File: config.mk
export PLATFORM = sky130hd
export DESIGN_NAME = control_request_initiator
export DESIGN_NICKNAME = d
export VERILOG_FILES = /design/src/rtl/control_request_initiator.sv
export SDC_FILE = /design/constraint.sdc
export NUM_CORES = 1
export LEC_CHECK = 0
export ABC_AREA = 1
export CAP_MARGIN = 30
export CORE_MARGIN = 2
export CORE_UTILIZATION = 40
export DETAILED_ROUTE_END_ITERATION = 16
export PLACE_DENSITY = 0.74
export SYNTH_ARGS = -nofsm -noshare
export SYNTH_HDL_FRONTEND = slang
export SYNTH_SLANG_ARGS = --single-unit
export TNS_END_PERCENT = 10
File: constraint.sdc
create_clock -name clk -period 3.9 [get_ports clk]
set_input_delay 0.78 -clock clk [delete_from_list [all_inputs] [get_ports clk]]
set_output_delay 0.78 -clock clk [all_outputs]
set_load 0.01 [all_outputs]
File: src/rtl/control_request_initiator.sv
// Host-side control request initiator: packs SETUP fields, tracks busy, collects IN data.
// Optional watchdog abort enabled with `define CTRL_INIT_TIMEOUT_EN.
module control_request_initiator #(
  parameter int MAX_LEN        = 64,
  parameter int TIMEOUT_CYCLES = 255
) (
  input  logic        clk,
  input  logic        rst,
  input  logic        start,
  input  logic [7:0]  bmRequestType,
  input  logic [7:0]  bRequest,
  input  logic [15:0] wValue,
  input  logic [15:0] wIndex,
  input  logic [15:0] wLength,
  input  logic        busy,
  input  logic [15:0] data_in16,
  input  logic        data_in_valid,
  output logic [63:0] data,
  output logic        enable,
  output logic [15:0] resp_data,
  output logic        resp_valid,
  output logic [1:0]  resp_bytes,
  output logic        ready,
  output logic        done,
  output logic        error
);

  typedef enum logic [2:0] {
    IDLE, SETUP, WAIT_ACK, DATA, STATUS
  } state_t;

  state_t      state_q, state_d, nxt_state;
  logic [63:0] data_q, data_d;
  logic        enable_q, enable_d;
  logic [15:0] resp_data_q, resp_data_d;
  logic        resp_valid_q, resp_valid_d;
  logic [1:0]  resp_bytes_q, resp_bytes_d;
  logic        ready_q, ready_d;
  logic        done_q, done_d;
  logic [15:0] rem_q, rem_d;
  logic [15:0] wlen_eff;
  logic [1:0]  beat_bytes;
  logic        wd_fire;

  assign wlen_eff = (wLength > 16'(MAX_LEN)) ? 16'(MAX_LEN) : wLength;
  assign beat_bytes = (rem_q >= 16'd2) ? 2'd2 : 2'd1;

  always_comb begin
    nxt_state    = state_q;
    data_d       = data_q;
    enable_d     = 1'b0;
    resp_data_d  = resp_data_q;
    resp_valid_d = 1'b0;
    resp_bytes_d = 2'd0;
    done_d       = 1'b0;
    rem_d        = rem_q;
    unique case (state_q)
      IDLE: begin
        if (start && !busy) begin
          nxt_state = SETUP;
          data_d    = {bmRequestType, bRequest, wValue,
                       wIndex, wlen_eff};
          enable_d  = 1'b1;
        end
      end
      SETUP: nxt_state = WAIT_ACK;
      WAIT_ACK: begin
        if (busy) begin
          if (data_q[63] && data_q[15:0] != 16'd0) begin
            nxt_state = DATA;
            rem_d     = data_q[15:0];
          end else begin
            nxt_state = STATUS;
          end
        end
      end
      DATA: begin
        if (data_in_valid) begin
          resp_data_d  = data_in16;
          resp_valid_d = 1'b1;
          resp_bytes_d = beat_bytes;
          rem_d        = rem_q - {14'd0, beat_bytes};
        end
        if (rem_d == 16'd0 || !busy)
          nxt_state = STATUS;
      end
      STATUS: begin
        if (!busy) begin
          nxt_state = IDLE;
          done_d    = 1'b1;
        end
      end
      default: nxt_state = IDLE;
    endcase
    state_d = wd_fire ? IDLE : nxt_state;
    if (wd_fire)
      done_d = 1'b0;
    ready_d = (state_d == IDLE);
  end

`ifdef CTRL_INIT_TIMEOUT_EN
  logic [15:0] wd_q, wd_d;
  logic        error_q;
  logic        wd_active;
  logic        wd_clr;

  assign wd_active = (state_q == WAIT_ACK) ||
                     (state_q == DATA) ||
                     (state_q == STATUS);
  assign wd_clr = !wd_active || nxt_state != state_q ||
                  data_in_valid;
  // The SETUP cycle is part of the budget, hence the limit minus two.
  assign wd_fire = !wd_clr &&
                   wd_q == 16'(TIMEOUT_CYCLES - 2);
  assign wd_d = (wd_clr || wd_fire) ? 16'd0 : wd_q + 16'd1;

  always_ff @(posedge clk) begin
    if (!rst) begin
      wd_q    <= 16'd0;
      error_q <= 1'b0;
    end else begin
      wd_q    <= wd_d;
      error_q <= wd_fire;
    end
  end

  assign error = error_q;
`else
  logic unused_cfg;
  assign unused_cfg = ^16'(TIMEOUT_CYCLES);
  assign wd_fire = 1'b0;
  assign error   = 1'b0;
`endif

  always_ff @(posedge clk) begin
    if (!rst) begin
      state_q      <= IDLE;
      data_q       <= 64'd0;
      enable_q     <= 1'b0;
      resp_data_q  <= 16'd0;
      resp_valid_q <= 1'b0;
      resp_bytes_q <= 2'd0;
      ready_q      <= 1'b1;
      done_q       <= 1'b0;
      rem_q        <= 16'd0;
    end else begin
      state_q      <= state_d;
      data_q       <= data_d;
      enable_q     <= enable_d;
      resp_data_q  <= resp_data_d;
      resp_valid_q <= resp_valid_d;
      resp_bytes_q <= resp_bytes_d;
      ready_q      <= ready_d;
      done_q       <= done_d;
      rem_q        <= rem_d;
    end
  end

  assign data       = data_q;
  assign enable     = enable_q;
  assign resp_data  = resp_data_q;
  assign resp_valid = resp_valid_q;
  assign resp_bytes = resp_bytes_q;
  assign ready      = ready_q;
  assign done       = done_q;

endmodule

* Word-level counts from Yosys, hierarchy flattened
Index checks and enable logic that the tools add are counted.
** Operators by class
- $add $sub $neg :: 1
- Magnitude comparators :: 2
- Equality and inequality tests :: 6
- Mux-type cells :: 16
- Reduce and logical (&&, ||, !) cells :: 16
** Operator list (number)
- 16-bit 2-to-1 mux :: 5
- 16-bit one-hot mux with 2 select lines :: 1
- 16-bit by 2-bit greater-or-equal comparator with 1-bit output, second input constant :: 1
- 16-bit by 7-bit > comparator with 1-bit output, second input constant :: 1
- 16-bit logical NOT :: 1
- 16-bit nonzero test :: 1
- 16-bit by 2-bit subtractor with 16-bit output :: 1
- 3-bit 2-to-1 mux :: 5
- 3-bit one-hot mux with 5 select lines :: 1
- 2-bit AND reduction :: 5
- 3-bit by 2-bit == test with 1-bit output, second input constant :: 2
- 3-bit logical NOT :: 2
- 3-bit AND reduction :: 2
- 2-bit inequality test, second input constant :: 2
- 3-bit by 1-bit == test with 1-bit output, second input constant :: 1
- 3-bit == test, second input constant :: 1
- 1-bit 2-to-1 mux :: 3
- 1-bit logical AND :: 2
- 2-bit 2-to-1 mux :: 1
- 2-bit nonzero test :: 1
- 1-bit logical NOT :: 1
- 1-bit logical OR :: 1
** Storage, ports and cells
- Register bits :: 105
- Output and inout port bits :: 87
- Word-level logic and storage cells :: 50

* Logic depth before layout (Yosys ltp)
- Depth after elaboration :: 10
- Mapped depth :: 21
- Gate-level depth less buffers :: 21

* Worst setup path before layout
Ideal clock, no wire load.
- Path type :: register to register
- From :: register rem_q[6]
- To :: register ready_q (netlist: ready)
- Arrival :: 2488 ps
- Data required time :: 3780 ps
- Path slack :: 1293 ps
- Stages on the path, launching flop included :: 21
- Path buffers :: 0
- Period minus slack after synthesis :: 2607 ps
- Cell sequence :: dfxtp_1 > nor2_2 > inv_1 > nor2_1 > inv_1 > nor4_2 > inv_1 > fa_1 > nand2_1 > o21ai_0 > nand2_1 > nor2_1 > nand2_1 > nor2_1 > nand2_1 > nor2_2 > nand3_2 > nand2_1 > nand2_2 > nand2_1 > o21bai_2
** Between the ends
- Cells in the longest elaborated chain, start to end :: 10
** Ends and longest elaborated chain
- start: declaration :: RTL line 40 : logic [15:0] rem_q, rem_d;
- start signal: assignment :: RTL line 155 : rem_q <= rem_d;
- 16-bit by 2-bit greater-or-equal comparator with 1-bit output :: RTL line 46 : assign beat_bytes = (rem_q >= 16'd2) ? 2'd2 : 2'd1;
- 2-bit 2-to-1 mux :: RTL line 46
- via beat_bytes[0] :: RTL line 42 : logic [1:0] beat_bytes;
- 16-bit by 2-bit subtractor with 16-bit output :: RTL line 82 : rem_d = rem_q - {14'd0, beat_bytes};
- 16-bit 2-to-1 mux :: RTL line 78 : if (data_in_valid) begin
- 16-bit 2-to-1 mux :: RTL line 57 : unique case (state_q)
- 16-bit logical NOT :: RTL line 84 : if (rem_d == 16'd0 || !busy)
- 1-bit logical OR :: RTL line 84
- 3-bit 2-to-1 mux :: RTL line 84
- 3-bit one-hot mux with 5 select lines :: RTL line 57
- 3-bit logical NOT :: RTL line 98 : ready_d = (state_d == IDLE);
- end signal: assignment :: RTL line 153 : ready_q <= ready_d;
- end: declaration :: RTL line 38 : logic ready_q, ready_d;
The timed path passes the listed nets, and every way through them passes these cells. The select of a mux whose other input is x is not followed.
A chain may end at the register's enable or synchronous reset.

* Worst setup path after layout
Ends and elaborated chain as after synthesis.

==> impl_metrics.py <==
metrics = {
    "status": {
        "status": "completed",
    },
    "cells_and_area": {
        "fillers": 990,
        "fin_nets": 853,
        "syn2layout_area_growth_pct": 44.1,
        "drive_gt1_share_pct": 6.88,
        "antenna_cells": 0,
    },
    "floorplanning": {
        "coreArea_mm2": 0.0109,
        "fp.dieH_um": 110,
        "rows": 38,
        "die_w_um": 110,
        "ios": 172,
        "start_util_pct": 41.2,
        "die-area_mm2": 0.0121,
    },
    "clock_tree": {
        "cts_hold_buf": 0,
        "root_buffer": "clkbuf_8",
        "clock_sinks": 105,
        "cts_resized": 0,
        "clk_latency_ns": 0.37,
        "cts_buffers": 9,
        "htreeDepth": 3,
        "cts_setup_buffers": 0,
        "cts_tree": "done",
        "cts-root-to-sink-buffers": 2,
        "clkTransAtPathRegs_ns": 0.10,
    },
    "synth": {
        "netlist.area_leader.share_pct": 46.8,
        "ys_async_sr_fraction_pct": 0,
        "syn_area_mm2": 0.00449,
        "synth.avg_cell_area_um2": 7.34,
        "yosysTopAreaCell": "dfxtp_1",
        "ys_types": 38,
        "ys_seq_area_share_pct": 46.8,
        "ys_top_cells_by_area": "dfxtp_1 47%, nand2_1 15%, a21oi_1 9.4%",
        "synth_flop_cell": "dfxtp_1",
        "netlist_top_cells_count": "184 x nand2_1, 105 x dfxtp_1, 84 x a21oi_1",
        "synth_fp_nets": 700,
        "synth_edf_count": 0,
        "postSynthCellCount": 612,
        "ys_warn_count": 0,
        "synth.most_common_cell": "nand2_1",
        "ys_seq_elements": 105,
    },
    "setup_path": {
        "r2r_slack_ns": 0.88,
        "critPathArrivalTime_ns": 3.28,
        "reg2reg_to": "ready",
        "worst-r2r-cell-count": 20,
        "worstPathRequired_ns": 4.17,
        "start_kind": "flop",
        "timing_worst_setup_path_type": "reg -> reg",
        "worstSetupEndpointType": "flop",
        "r2r-start": "rem_q[6]",
        "cp_max_fo": 5,
    },
    "sta": {
        "setup_viol": 0,
        "rsz0062_at_grt": "false",
        "hold_viol": 0,
        "worst_pin_slew_ns": 0.958,
        "timing.final.crit_share_pct": 77.3,
        "final-max-slew-violation-count": 0,
        "maxSlewHeadroom_pct": 36.1,
        "skew_ns": 0.00827,
        "fin_tns_setup_ns": 0,
        "fmax_ghz": 0.332,
        "fin_ws_ns": 0.883,
        "period_needed_ns": 3.02,
    },
    "global_routing": {
        "first_global_vias": 4415,
        "grt_pass1_wl_um": 21000,
        "grt_use_total_pct": 22.3,
        "grt_max_degree": 63,
        "globalRoute.totalOverflow": 0,
        "antenna_found_initial": 0,
    },
    "power": {
        "p_sw_mw": 0.606,
        "comb_power_share_pct": 17.6,
        "peakVddDrop_v": 0.000247,
        "swShare_pct": 27.2,
        "seqPwrFrac_pct": 50.7,
        "p_per_area_mw_per_mm2": 344,
        "internal_power_mw": 1.62,
        "power.leakage_nw": 2.49,
        "clock_power_share_pct": 31.7,
    },
    "placement": {
        "hpwl_um": 9680,
        "place_ws_ns": 0.891,
        "gp_congestion": 0.863,
        "io_buffer_count": 170,
    },
    "hold_path": {
        "hold_path_depth": 2,
        "hold_class": "reg -> reg",
        "hp-start": "resp_data[2]",
        "whs_endpoint": "resp_data[2]",
    },
    "route": {
        "routed-wl-met2_um": 6360,
        "wire_per_inst_um": 14.7,
        "dr_wl_met3_um": 1310,
        "drt-initial-drc-count": 188,
        "vias": 4456,
        "postRouteAntennaNets": 0,
        "remaining_drc_errors": 0,
        "top_layer": "met4",
        "wl_met1_um": 5540,
        "first_pass_iters": 5,
        "viasPerCell": 4.90,
        "routed_wl_um": 13300,
    },
    "run": {
        "maxCapViolCount": 0,
    },
}
==> layout by cell type, fill, tap and decap left out, types with 2 or more instances in the layout <==
master | synthesis | routed
nand3_1 | 34 | 34
nor2_2 | 4 | 4
nand2_1 | 184 | 184
nand3_2 | 4 | 4
nor4_1 | 4 | 4
clkdlybuf4s50_1 | 0 | 170
nand2_2 | 8 | 8
ha_1 | 2 | 2
o21ai_0 | 18 | 18
nor2_4 | 6 | 6
nor3_1 | 8 | 8
nor2_1 | 48 | 48
inv_1 | 37 | 36
a211oi_1 | 9 | 9
clkinv_4 | 0 | 2
a21oi_1 | 84 | 84
buf_4 | 3 | 4
inv_2 | 3 | 4
nand4_1 | 4 | 4
clkbuf_8 | 0 | 10
dfxtp_1 | 105 | 105
==> metal layers <==
layer,GRT usage (%),up-vias
met5,0,-
met4,5.70,0
met3,9.84,12
met2,36.5,142
met1,26.8,2015
li1,-,2287
==> sequential cells by signal, summed over array words and instances (netlist names) <==
name        cells
resp_bytes      2
done            1
resp_valid      1
enable          1
data           64
resp_data      16
ready           1
rem_q          16
state_q         3
==> power by group through the flow <==
stage / logic [mW] / clock network (mW) / registers, mW
finish: 0.392 / 0.707 / 1.13
global route: 0.431 / 0.761 / 1.13
CTS: 0.395 / 0.720 / 1.13
detailed placement: 0.393 / 0 / 1.15
global placement: 0.389 / 0 / 1.15
floorplan: 0.183 / 0 / 1.16
==> critical path: stages, from the launching register on <==
cell and delay, ns:
dfxtp_1 0.36, nor2_2 0.18, inv_1 0.08, nor2_1 0.11, inv_1 0.05, nor4_2 0.38, inv_1 0.14, fa_1 0.53
nand2_1 0.05, o21ai_0 0.14, nand2_1 0.11, nor2_1 0.10, nand2_1 0.05, nor2_1 0.08, nand2_1 0.06, nor2_2 0.09
nand3_2 0.10, nand2_1 0.08, nand2_2 0.06, nand2_1 0.08, o21bai_2 0.07
==> stage by stage <==
step                util (%)  total power, mW  area, µm²  hold slack (ns)  instances
floorplan                  -             1.35       4490            0.458        612
global placement        57.5             1.54       6260            0.448        894
detailed placement      57.5             1.55       6260            0.455        894
CTS                     59.4             2.24       6470            0.469        910
global route            59.4             2.33       6470            0.490        910
finish                  59.4             2.23       6470            0.466        910
==> logic make-up after synthesis <==
family,count (synthesis),synth area share (%)
other cells,1,0.0835
compound gates,118,14.3
fa+ha+maj,3,1.00
buf+inv,73,6.77
flops,105,46.8
simple gates,311,30.8
xor+xnor,1,0.195
==> worst max path at each step <==
stage | end | from | cells after the start | slack (ns)
2_1_floorplan | ready | rem_q[6] | 20 | 1.29
3_3_place_gp | ready | rem_q[6] | 20 | 1.04
3_5_place_dp | ready | rem_q[6] | 20 | 0.89
4_1_cts | ready | rem_q[6] | 20 | 0.86
5_1_grt | ready | rem_q[6] | 20 | 0.55
6_report | ready | rem_q[6] | 20 | 0.88
==> cell type report <==
type                       instances  area (µm²)  share of cell area [%]
inverter                          40         150                    2.32
multi-input combinational        434        2080                    32.2
timing repair buffer             175        1750                    27.1
tap                              140         175                    2.71
clock inverter                     5        63.8                   0.986
clock buffer                      11         141                    2.19
sequential                       105        2100                    32.5
(Power assumes the default switching activity.)
